$ cat src/rtl/addsub_pkg.sv
// Shared definitions for the multi-precision add/subtract sequencer.
//   - FSM state encoding (IDLE, RUN, DRAIN)
//   - operation codes (OP_ADD, OP_SUB)
//   - default datapath width
//   - packed NZCV flag bundle and the signed-overflow helper
package addsub_pkg;

  localparam int WIDTH_DEF = 32;

  localparam logic [1:0] ST_IDLE  = 2'd0;
  localparam logic [1:0] ST_RUN   = 2'd1;
  localparam logic [1:0] ST_DRAIN = 2'd2;

  localparam logic OP_ADD = 1'b0;
  localparam logic OP_SUB = 1'b1;

  typedef struct packed {
    logic n;
    logic z;
    logic c;
    logic v;
  } flags_t;

  // Signed overflow from the sign bits of the effective operands x, y
  // (already swapped for reverse operations) and of the result s.
  function automatic logic calc_v(input logic op, input logic x_msb,
                                  input logic y_msb, input logic s_msb);
    if (op == OP_ADD) return (x_msb == y_msb) && (s_msb != x_msb);
    else              return (x_msb != y_msb) && (s_msb != x_msb);
  endfunction

endpackage

$ cat src/rtl/addsub_mp_sequencer_adder.sv
// ADD_ADCS_SUBS_RSBS: one-word adder / subtractor with carry in and out.
//   a, b   in   WIDTH  operand words
//   c_in   in   1      carry in (1 for a plain subtract: x + ~y + 1)
//   op     in   1      OP_ADD / OP_SUB
//   rev    in   1      swap operands (b op a)
//   s      out  WIDTH  result word
//   c_out  out  1      carry out; NOT borrow for subtract
module ADD_ADCS_SUBS_RSBS
  import addsub_pkg::*;
#(
  parameter int WIDTH = WIDTH_DEF
) (
  input  logic [WIDTH-1:0] a,
  input  logic [WIDTH-1:0] b,
  input  logic             c_in,
  input  logic             op,
  input  logic             rev,
  output logic [WIDTH-1:0] s,
  output logic             c_out
);

  logic [WIDTH-1:0] w_x;
  logic [WIDTH-1:0] w_y;
  logic [WIDTH:0]   w_sum;

  assign w_x   = rev ? b : a;
  assign w_y   = rev ? a : b;
  // One extra bit on each term so the top bit of the sum is the carry out.
  assign w_sum = {1'b0, w_x} + {1'b0, (op == OP_SUB) ? ~w_y : w_y}
               + {{WIDTH{1'b0}}, c_in};
  assign s     = w_sum[WIDTH-1:0];
  assign c_out = w_sum[WIDTH];

endmodule

$ cat src/rtl/addsub_mp_sequencer.sv
// addsub_mp_sequencer: streams operand word pairs LSW-first through one
// ADD_ADCS_SUBS_RSBS instance, chaining carry across words, and produces one
// result word per pair plus final NZCV flags.
//   clk, rst                      clock, asynchronous active-high reset
//   cmd_valid/cmd_ready           command handshake (ready only in IDLE)
//   cmd_op, cmd_rev               add/sub, swapped operands
//   cmd_use_c, cmd_c              external word-0 carry-in select / value
//   cmd_nwords                    word count minus one
//   in_valid/in_ready, in_a/in_b  operand pair stream
//   abort                         synchronous abort of the running operation
//   out_valid/out_ready, out_s    result word stream, out_last on MS word
//   flags_valid, flag_n/z/c/v     flag pulse after final word, held flags
//   busy                          high in RUN and DRAIN
module addsub_mp_sequencer
  import addsub_pkg::*;
#(
  parameter int WIDTH     = WIDTH_DEF,
  parameter int MAX_WORDS = 8,
  parameter int CNT_W     = $clog2(MAX_WORDS)
) (
  input  logic             clk,
  input  logic             rst,
  input  logic             cmd_valid,
  output logic             cmd_ready,
  input  logic             cmd_op,
  input  logic             cmd_rev,
  input  logic             cmd_use_c,
  input  logic             cmd_c,
  input  logic [CNT_W-1:0] cmd_nwords,
  input  logic             in_valid,
  output logic             in_ready,
  input  logic [WIDTH-1:0] in_a,
  input  logic [WIDTH-1:0] in_b,
  input  logic             abort,
  output logic             out_valid,
  input  logic             out_ready,
  output logic [WIDTH-1:0] out_s,
  output logic             out_last,
  output logic             flags_valid,
  output logic             flag_n,
  output logic             flag_z,
  output logic             flag_c,
  output logic             flag_v,
  output logic             busy
);

  logic [1:0]       r_state;
  logic             r_op;
  logic             r_rev;
  logic [CNT_W-1:0] r_nwords;
  logic [CNT_W-1:0] r_cnt;
  logic             r_carry;
  logic             r_zero_acc;
  logic             r_out_valid;
  logic [WIDTH-1:0] r_out_s;
  logic             r_out_last;
  logic             r_flags_valid;
  flags_t           r_flags;
  // Flags of the last word wait here until that word is accepted, so an
  // abort while draining leaves the visible flags untouched.
  flags_t           r_pend;

  logic             w_in_ready;
  logic             w_pair_acc;
  logic             w_out_acc;
  logic             w_last_pair;
  logic [WIDTH-1:0] w_s;
  logic             w_c_out;
  logic             w_x_msb;
  logic             w_y_msb;
  logic             w_zero_next;

  ADD_ADCS_SUBS_RSBS #(.WIDTH(WIDTH)) u_adder (
    .a     (in_a),
    .b     (in_b),
    .c_in  (r_carry),
    .op    (r_op),
    .rev   (r_rev),
    .s     (w_s),
    .c_out (w_c_out)
  );

  // A new pair may enter only when the single output slot is free or
  // being emptied this cycle.
  assign w_in_ready  = (r_state == ST_RUN) && (!r_out_valid || out_ready);
  assign w_pair_acc  = in_valid && w_in_ready;
  assign w_out_acc   = r_out_valid && out_ready;
  assign w_last_pair = w_pair_acc && (r_cnt == r_nwords);
  assign w_zero_next = r_zero_acc && (w_s == '0);
  assign w_x_msb     = r_rev ? in_b[WIDTH-1] : in_a[WIDTH-1];
  assign w_y_msb     = r_rev ? in_a[WIDTH-1] : in_b[WIDTH-1];

  // NOTE: sequential state uses non-blocking assignments only, so every
  // register samples pre-edge values regardless of statement order.
  always_ff @(posedge clk or posedge rst) begin
    if (rst) begin
      r_state       <= ST_IDLE;
      r_op          <= 1'b0;
      r_rev         <= 1'b0;
      r_nwords      <= '0;
      r_cnt         <= '0;
      r_carry       <= 1'b0;
      r_zero_acc    <= 1'b0;
      r_out_valid   <= 1'b0;
      r_out_s       <= '0;
      r_out_last    <= 1'b0;
      r_flags_valid <= 1'b0;
      r_flags       <= '0;
      r_pend        <= '0;
    end else begin
      r_flags_valid <= 1'b0;
      if (abort && (r_state != ST_IDLE)) begin
        // Abort wins over any handshake in the same cycle.
        r_state     <= ST_IDLE;
        r_out_valid <= 1'b0;
        r_out_last  <= 1'b0;
      end else begin
        case (r_state)
          ST_IDLE: begin
            if (cmd_valid) begin
              r_state    <= ST_RUN;
              r_op       <= cmd_op;
              r_rev      <= cmd_rev;
              r_nwords   <= cmd_nwords;
              r_cnt      <= '0;
              r_zero_acc <= 1'b1;
              // Default carry equals op: 0 for add, 1 for x + ~y + 1.
              r_carry    <= cmd_use_c ? cmd_c : cmd_op;
            end
          end
          ST_RUN, ST_DRAIN: begin
            if (w_out_acc) begin
              r_out_valid <= 1'b0;
              r_out_last  <= 1'b0;
            end
            if (w_pair_acc) begin
              r_out_valid <= 1'b1;
              r_out_s     <= w_s;
              r_out_last  <= w_last_pair;
              r_carry     <= w_c_out;
              r_zero_acc  <= w_zero_next;
              if (w_last_pair) begin
                r_state  <= ST_DRAIN;
                r_pend.n <= w_s[WIDTH-1];
                r_pend.z <= w_zero_next;
                r_pend.c <= w_c_out;
                r_pend.v <= calc_v(r_op, w_x_msb, w_y_msb, w_s[WIDTH-1]);
              end else begin
                r_cnt <= r_cnt + 1'b1;
              end
            end
            // In DRAIN the output slot can only hold the final word.
            if ((r_state == ST_DRAIN) && w_out_acc) begin
              r_state       <= ST_IDLE;
              r_flags       <= r_pend;
              r_flags_valid <= 1'b1;
            end
          end
          default: r_state <= ST_IDLE;
        endcase
      end
    end
  end

  assign cmd_ready   = (r_state == ST_IDLE);
  assign busy        = (r_state == ST_RUN) || (r_state == ST_DRAIN);
  assign in_ready    = w_in_ready;
  assign out_valid   = r_out_valid;
  assign out_s       = r_out_s;
  assign out_last    = r_out_last;
  assign flags_valid = r_flags_valid;
  assign flag_n      = r_flags.n;
  assign flag_z      = r_flags.z;
  assign flag_c      = r_flags.c;
  assign flag_v      = r_flags.v;

endmodule

$ cat config.mk
export PLATFORM = sky130hd
export DESIGN_NAME = addsub_mp_sequencer
export DESIGN_NICKNAME = d
export VERILOG_FILES = /design/src/rtl/addsub_pkg.sv /design/src/rtl/addsub_mp_sequencer_adder.sv /design/src/rtl/addsub_mp_sequencer.sv
export SDC_FILE = /design/constraint.sdc
export NUM_CORES = 1
export LEC_CHECK = 0
export CAP_MARGIN = 20
export CORE_MARGIN = 4
export CORE_UTILIZATION = 43
export CTS_BUF_LIST = sky130_fd_sc_hd__clkbuf_2
export DETAILED_ROUTE_END_ITERATION = 16
export DONT_BUFFER_PORTS = 1
export HOLD_SLACK_MARGIN = 0.02
export PLACE_DENSITY_LB_ADDON = 0.05
export SLEW_MARGIN = 40
export SYNTH_ARGS = -nofsm -noshare
export SYNTH_HDL_FRONTEND = slang
export SYNTH_SLANG_ARGS = --single-unit
$ cat constraint.sdc
create_clock -name clk -period 7.3 [get_ports clk]
set_clock_uncertainty 0.1 [all_clocks]
set_input_delay 1.46 -clock clk [delete_from_list [all_inputs] [get_ports clk]]
set_output_delay 1.46 -clock clk [all_outputs]
set_load 0.005 [all_outputs]
==> out/results.md, run 1 <==
### Status
• completed — status

### Yosys
• 732 — synthesized net count
• 100% — Post-synth ARST share
• sky130_fd_sc_hd__dfrtp_1 — top_reg_cell synth
• 0 — Post-synth EDFFs
• sky130_fd_sc_hd__dfrtp_1, sky130_fd_sc_hd__ha_1, sky130_fd_sc_hd__nand2_1, sky130_fd_sc_hd__mux2_2, sky130_fd_sc_hd__xnor2_1 — leading cell types by total area after synthesis
• 55 — number of storage elements in the synthesis netlist
• 26.6% — sequential-to-total area share from yosys stat
• 8.39 um^2 — Avg Cell Area, Syn
• 0.00518 mm^2 — cell area after technology mapping
• 26.6% — Yosys top cell area share
• 63 — unique cell type count in the Yosys netlist
• 617 — instance count of the mapped netlist
• sky130_fd_sc_hd__dfrtp_1 — cell accounting for the most synthesized area
• 0 — number of warning messages in the yosys log

### Clock network
• 0 — total setup buffers inserted after CTS
• done — CTS tree
• 2 — depth of the CTS H-tree
• 55 — CTS Sinks
• 0 — CTS resizes
• sky130_fd_sc_hd__clkbuf_2 — CTS root buffer
• 0.28 ns — clock slew at the register clock pins of the worst setup and hold paths
• 5 — number of buffers created by CTS
• 0 — hold-fix buffers at CTS
• 2 — number of buffers on the longest clock path
• 0.47 ns — clock insertion delay at the later pin of the skew report

### Critical path
• sky130_fd_sc_hd__dfrtp_2 — worst-path cell with the longest stage delay
• 0.86 ns — largest stage delay on the critical path
• r_rev$_DFFE_PP0P_ — Worst R2R Start
• 7.63 ns — worst endpoint required time
• 5.12 ns — signal arrival time at the worst endpoint
• 15 — number of logic stages on the critical path including buffering
• 2 — worst path buffer plus inverter count
• 2.51 ns — register-to-register setup slack
• reg2reg — worst setup path category
• 27 — critical path peak fanout
• r_pend[2]$_DFFE_PP0P_ — endpoint of the lowest-slack register-to-register path
• buf_4 > mux2i_1 > xor2_1 > fa_1 > inv_1 > fa_1 > a21o_2 > a221oi_4 > xor2_1 > nand2_1 > or4b_4 > nor4b_2 > and4b_1 > nand4_1 > o21ai_1 — Cell Chain, Critical Path
• 15 — worst r2r path cells
• simple AND/OR/NAND/NOR gates — family of cells with the greatest summed delay on the critical path
• register — nature of the critical path endpoint
• register — kind of start point of the critical path

### Hold path
• flag_c$_DFFE_PP0P_ — worst hold endpoint
• 2 — Hold Path Cell Cnt
• r_pend[1]$_DFFE_PP0P_ — Min-Delay Startpoint
• reg2reg — Tightest Hold Check Type

### Cells and area
• 11.4% — fraction of final layout cells with drive strength greater than 1
• 720 — number of nets in the finished design
• 3.46% — Area growth, synth to finish
• 750 — fin cells

### Flow run
• 0 — max-capacitance violation count

### Timing
• 52.1% — relative slew slack
• 0 — count of pins over their slew limit
• 65.6% — share of the cycle needed by the critical path after routing
• 0 — setup violators final
• no — unrepaired setup endpoints after global routing
• 0 ns — Setup Total Neg Slack
• 209 MHz — top achievable clock speed
• 4.79 ns — time the worst path needs with I/O delays and setup
• 0 — final hold violations
• 0.713 ns — actual slew at the worst max-slew pin

### Detailed routing
• 0 — drc violations
• 218 — initial drt markers
• 0 — Antenna Violating Nets Remaining
• 5.75 — via-per-instance ratio
• 4 — Pre-Repair DR Iteration Count
• 4314 — routed vias
• 17.7 um — average detailed-routed wire length per instance
• 13.3 mm — final routed wirelength across all metal layers

### Die
• 118 um — Die X
• 119 — I/O pin cnt
• 0.0116 mm^2 — Core Region
• 0.0139 mm^2 — Total Die Area
• 39 — row cnt
• 44.6% — starting density of the core
• 118 um — height of the die

### Place
• 10.9 mm — placed wire-length estimate after detailed placement
• 0 — number of port buffers
• 741 — instance count after placement with tap cells included
• 0.858 — final weighted congestion of routability-driven global placement

### Global route
• 50 — largest net degree at the start of global routing
• 22.1 mm — first-pass GRT wire length
• 1 — antenna violations before repair
• 19.2% — total routing usage reported by global routing
• 0 — remaining global-route overflow
• 4395 — vias in the first global route

cells in the mapped netlist, drive strengths merged, types with 5 or more instances:
library cell	number
nand2	119
dfrtp	55
o21ai	51
xnor2	47
a21oi	43
mux2	37
ha	36
mux2i	34
nor2	25
clkbuf	22
inv	14
nand3	13
xor2	13
a21o	7
nand4	6
o211ai	6
or3	6
nand2b	5
or2	5
layout by cell type, fill, tap and decap left out, types with 6 or more instances in the layout:
master	count
sky130_fd_sc_hd__a21o_1	6
sky130_fd_sc_hd__a21oi_1	43
sky130_fd_sc_hd__buf_4	6
sky130_fd_sc_hd__dfrtp_1	54
sky130_fd_sc_hd__ha_1	36
sky130_fd_sc_hd__inv_1	13
sky130_fd_sc_hd__mux2_2	37
sky130_fd_sc_hd__mux2i_1	34
sky130_fd_sc_hd__nand2_1	119
sky130_fd_sc_hd__nand3_1	13
sky130_fd_sc_hd__nand4_1	6
sky130_fd_sc_hd__nor2_1	25
sky130_fd_sc_hd__o211ai_1	6
sky130_fd_sc_hd__o21ai_0	47
sky130_fd_sc_hd__xnor2_1	47
sky130_fd_sc_hd__xor2_1	13
per-layer routing:
| metal | vias up | global-route usage, % | routed length [um] |
|---|---|---|---|
| met4 | 0 | 4.18 | 157 |
| met1 | 2028 | 25.8 | 6200 |
| met3 | 10 | 3.22 | 649 |
| li1 | 2181 | - | - |
| met5 | - | 0 | 0 |
| met2 | 95 | 32.7 | 6260 |
layout make-up:
type | count | area, um^2
antenna | 1 | 2.50
timing repair buffer | 6 | 45.0
sequential | 55 | 1380
multi-input combinational | 523 | 3650
inverter | 14 | 52.6
tap | 143 | 179
clock inverter | 3 | 20.0
clock buffer | 5 | 25.0
fill | 1207 | 6260
state kept, by name, summed over array words and instances (netlist names):
| signal | cells |
|---|---|
| flag_n | 1 |
| r_state | 2 |
| r_nwords | 3 |
| flag_c | 1 |
| flag_v | 1 |
| out_valid | 1 |
| out_s | 32 |
| r_carry | 1 |
| r_pend | 4 |
| r_cnt | 3 |
| flags_valid | 1 |
| flag_z | 1 |
| out_last | 1 |
| r_zero_acc | 1 |
| r_op | 1 |
| r_rev | 1 |
how the worst max path moves through the flow:
stage | endpoint | startpoint | slack (ns)
floorplan | r_zero_acc$_DFFE_PP0P_ | in_a[0] | 2.75
CTS | r_zero_acc$_DFFE_PP0P_ | r_rev$_DFFE_PP0P_ | 2.48
global placement | r_pend[2]$_DFFE_PP0P_ | in_a[0] | 2.47
finish | r_pend[2]$_DFFE_PP0P_ | r_rev$_DFFE_PP0P_ | 2.51
global route | r_zero_acc$_DFFE_PP0P_ | r_rev$_DFFE_PP0P_ | 2.18
detailed placement | r_zero_acc$_DFFE_PP0P_ | in_a[0] | 2.42
tightest hold or removal path, delay by kind of cell, from the launching register on:
family / cells / cell delay, ns
DFF: 1 / 0.42
and+or+nand+nor: 2 / 0.10
cells by family (layout without fill, tap and decap cells):
family                   Yosys count  count (layout)  share of synthesized area (%)
AO/OA/AOI/OAI                    148             148                           18.0
XOR/XNOR                          60              60                           10.2
adder cells (fa/ha/maj)           38              38                           9.48
buffers and inverters             39              28                           2.85
flip-flops                        55              55                           26.6
multiplexers                      71              71                           14.6
other                              0               1                              0
AND/OR/NAND/NOR                  206             206                           18.3
stage by stage:
step / instance area (um^2) / hold slack [ns] / worst slack, ns / util (%)
2_1_floorplan: 5180 / 0.339 / 2.75 / -
3_3_place_gp: 5310 / 0.361 / 2.47 / 45.7
3_5_place_dp: 5310 / 0.362 / 2.42 / 45.7
4_1_cts: 5350 / 0.418 / 2.48 / 46.1
5_1_grt: 5360 / 0.462 / 2.18 / 46.1
6_report: 5360 / 0.419 / 2.51 / 46.1
Power of run 1 is not shown: default switching activity piles up to over one toggle a cycle in this logic, so the estimate is an artifact.
==> run 2: changes to the inputs <==
==> constraint.sdc (replaced) <==
create_clock -name clk -period 4.55 [get_ports clk]
set_clock_uncertainty 0.1 [all_clocks]
set_input_delay 0.91 -clock clk [delete_from_list [all_inputs] [get_ports clk]]
set_output_delay 0.91 -clock clk [all_outputs]
set_load 0.005 [all_outputs]
==> out/results.md, run 2 (synthesis results as in run 1) <==
### Status
• completed — status

### Detailed routing
• 13.2 mm — final routed wirelength across all metal layers, -0.77%
• 0 — drc violations, unchanged
• 212 — initial drt markers, -2.8%
• 5.77 — via-per-instance ratio, +0.36%
• 17.5 um — average detailed-routed wire length per instance, -1.2%
• 5 — Pre-Repair DR Iteration Count, +1
• 4347 — routed vias, +0.76%
• 0 — Antenna Violating Nets Remaining, unchanged

### Die
• 39 — row cnt, unchanged
• 119 — I/O pin cnt, unchanged
• 118 um — Die X, unchanged
• 0.0139 mm^2 — Total Die Area, unchanged
• 0.0116 mm^2 — Core Region, unchanged
• 44.6% — starting density of the core, unchanged
• 118 um — height of the die, unchanged

### Critical path
• register — nature of the critical path endpoint
• r_zero_acc$_DFFE_PP0P_ — crit path to
• r_rev$_DFFE_PP0P_ — Critical Path Source
• r_zero_acc$_DFFE_PP0P_ — endpoint of the lowest-slack register-to-register path
• 0.40 ns — register-to-register setup slack, -2.11 ns
• register — kind of start point of the critical path
• 4.84 ns — worst endpoint required time, -2.79 ns
• 4.44 ns — signal arrival time at the worst endpoint, -0.68 ns
• r_rev$_DFFE_PP0P_ — Worst R2R Start
• reg2reg — worst setup path category
• 41 — critical path peak fanout, +52%
• 13 — worst r2r path cells, -2

### Timing
• 241 MHz — top achievable clock speed, +15%
• no — unrepaired setup endpoints after global routing
• 0.395 ns — Setup WS post-layout, -2.11 ns
• 0 — count of pins over their slew limit, unchanged
• 43.6% — relative slew slack, -8.4 points
• 91.3% — share of the cycle needed by the critical path after routing, +26 points
• 4.15 ns — time the worst path needs with I/O delays and setup, -0.636 ns
• 0 — final hold violations, unchanged
• 0 — setup violators final, unchanged
• 0 ns — Setup Total Neg Slack, unchanged
• 0.824 ns — actual slew at the worst max-slew pin, +0.112 ns

### Clock network
• 0 — total setup buffers inserted after CTS, unchanged
• 0.29 ns — clock slew at the register clock pins of the worst setup and hold paths, about the same
• 0 — hold-fix buffers at CTS, unchanged
• 0 — CTS resizes, unchanged
• 5 — number of buffers created by CTS, unchanged
• 2 — number of buffers on the longest clock path, unchanged
• 55 — CTS Sinks, unchanged
• 2 — depth of the CTS H-tree, unchanged
• done — CTS tree
• 0.47 ns — clock insertion delay at the later pin of the skew report, about the same
• sky130_fd_sc_hd__clkbuf_2 — CTS root buffer

### Cells and area
• 0.00365 mm^2 — area occupied by multi-input gates, about the same
• 4.47% — Area growth, synth to finish
• 0.00138 mm^2 — Register Area, unchanged
• 11.7% — fraction of final layout cells with drive strength greater than 1, +0.27 points
• 1168 — Fillers, -3.2%
• 32 — max reg flops, unchanged
• sky130_fd_sc_hd__nand2_1, sky130_fd_sc_hd__dfrtp_1, sky130_fd_sc_hd__o21ai_0, sky130_fd_sc_hd__xnor2_1, sky130_fd_sc_hd__a21oi_1 — most frequent cells in the layout
• sky130_fd_sc_hd__nand2_1 — most frequent standard cell in the layout excluding fill and tap cells
• 753 — fin cells, +0.40%
• 723 — number of nets in the finished design, +0.42%

### Global route
• 50 — largest net degree at the start of global routing, unchanged
• 1 — antenna violations before repair, unchanged
• 18.9% — total routing usage reported by global routing, -0.30 points
• 21.9 mm — first-pass GRT wire length, -0.88%
• 0 — remaining global-route overflow, unchanged
• 4308 — vias in the first global route, -2.0%

### Flow run
• 0 — max-capacitance violation count, unchanged

### Place
• 10.9 mm — placed wire-length estimate after detailed placement, +0.79%
• 0.261 ns — placement-stage worst setup slack, -2.15 ns
• 0.891 — final weighted congestion of routability-driven global placement, +3.8%
• 0 — number of port buffers, unchanged
• 744 — instance count after placement with tap cells included, +0.40%

### Hold path
• in2async — Tightest Hold Check Type

## run 2: cell types whose count changed in the layout (fill, tap and decap cells not counted)
cell	delta
sky130_fd_sc_hd__clkinvlp_4	-2
sky130_fd_sc_hd__bufinv_16	+1
sky130_fd_sc_hd__buf_4	+2
sky130_fd_sc_hd__clkinv_1	+1
sky130_fd_sc_hd__a2111oi_0	+1
sky130_fd_sc_hd__buf_12	+1
sky130_fd_sc_hd__a2111oi_1	-1
## run 2: stage by stage
stage | utilization (%) | hold WS [ns] | instance area, um^2
floorplan | - | 0.339 | 5180
global placement | 46.0 | 0.354 | 5340
detailed placement | 46.0 | 0.358 | 5340
CTS | 46.5 | 0.250 | 5410
global route | 46.6 | 0.271 | 5410
finish | 46.6 | 0.243 | 5410
## run 2: routing by layer
layer	global-route usage (%)	wire length (um)	vias up	part of all wire (%)
met1	25.9	6110	2034	46
met3	3.46	715	13	5.4
met2	30.9	6130	106	47
met5	0	0	-	0
met4	4.84	207	0	1.6
li1	-	-	2194	-
## run 2: how the worst min path moves through the flow
stage | start | end | slack [ns] | cells after the start
after floorplan | r_pend[3]$_DFFE_PP0P_ | flag_n$_DFFE_PP0P_ | 0.34 | 2
after global placement | r_pend[3]$_DFFE_PP0P_ | flag_n$_DFFE_PP0P_ | 0.35 | 2
after detailed placement | r_pend[0]$_DFFE_PP0P_ | flag_v$_DFFE_PP0P_ | 0.36 | 2
after CTS | rst | out_last$_DFFE_PP0P_ | 0.25 | 1
after global routing | rst | r_nwords[2]$_DFFE_PP0P_ | 0.27 | 1
final | rst | out_last$_DFFE_PP0P_ | 0.24 | 1
## run 2: final cells by class
| type | count | share of cell area, % |
|---|---|---|
| Multi-Input combinational cell | 523 | 67.5 |
| Sequential cell | 55 | 25.5 |
| Tap cell | 143 | 3.31 |
| Timing Repair Buffer | 9 | 1.48 |
| Inverter | 14 | 0.972 |
| Clock inverter | 3 | 0.717 |
| Clock buffer | 5 | 0.463 |
| Antenna cell | 1 | 0.0463 |
## run 2: critical path: stages, from the launching register on
cell	delay, ns
sky130_fd_sc_hd__dfrtp_2	0.49
sky130_fd_sc_hd__buf_12	0.24
sky130_fd_sc_hd__mux2_2	0.37
sky130_fd_sc_hd__ha_1	0.35
sky130_fd_sc_hd__nand3b_1	0.19
sky130_fd_sc_hd__a21o_1	0.23
sky130_fd_sc_hd__a2111oi_0	0.77
sky130_fd_sc_hd__buf_4	0.24
sky130_fd_sc_hd__o21ai_0	0.11
sky130_fd_sc_hd__a211oi_1	0.42
sky130_fd_sc_hd__nor4_1	0.12
sky130_fd_sc_hd__and4b_1	0.23
sky130_fd_sc_hd__nand4_1	0.11
sky130_fd_sc_hd__o21ai_1	0.08
Power of run 2 is left out for the same reason.
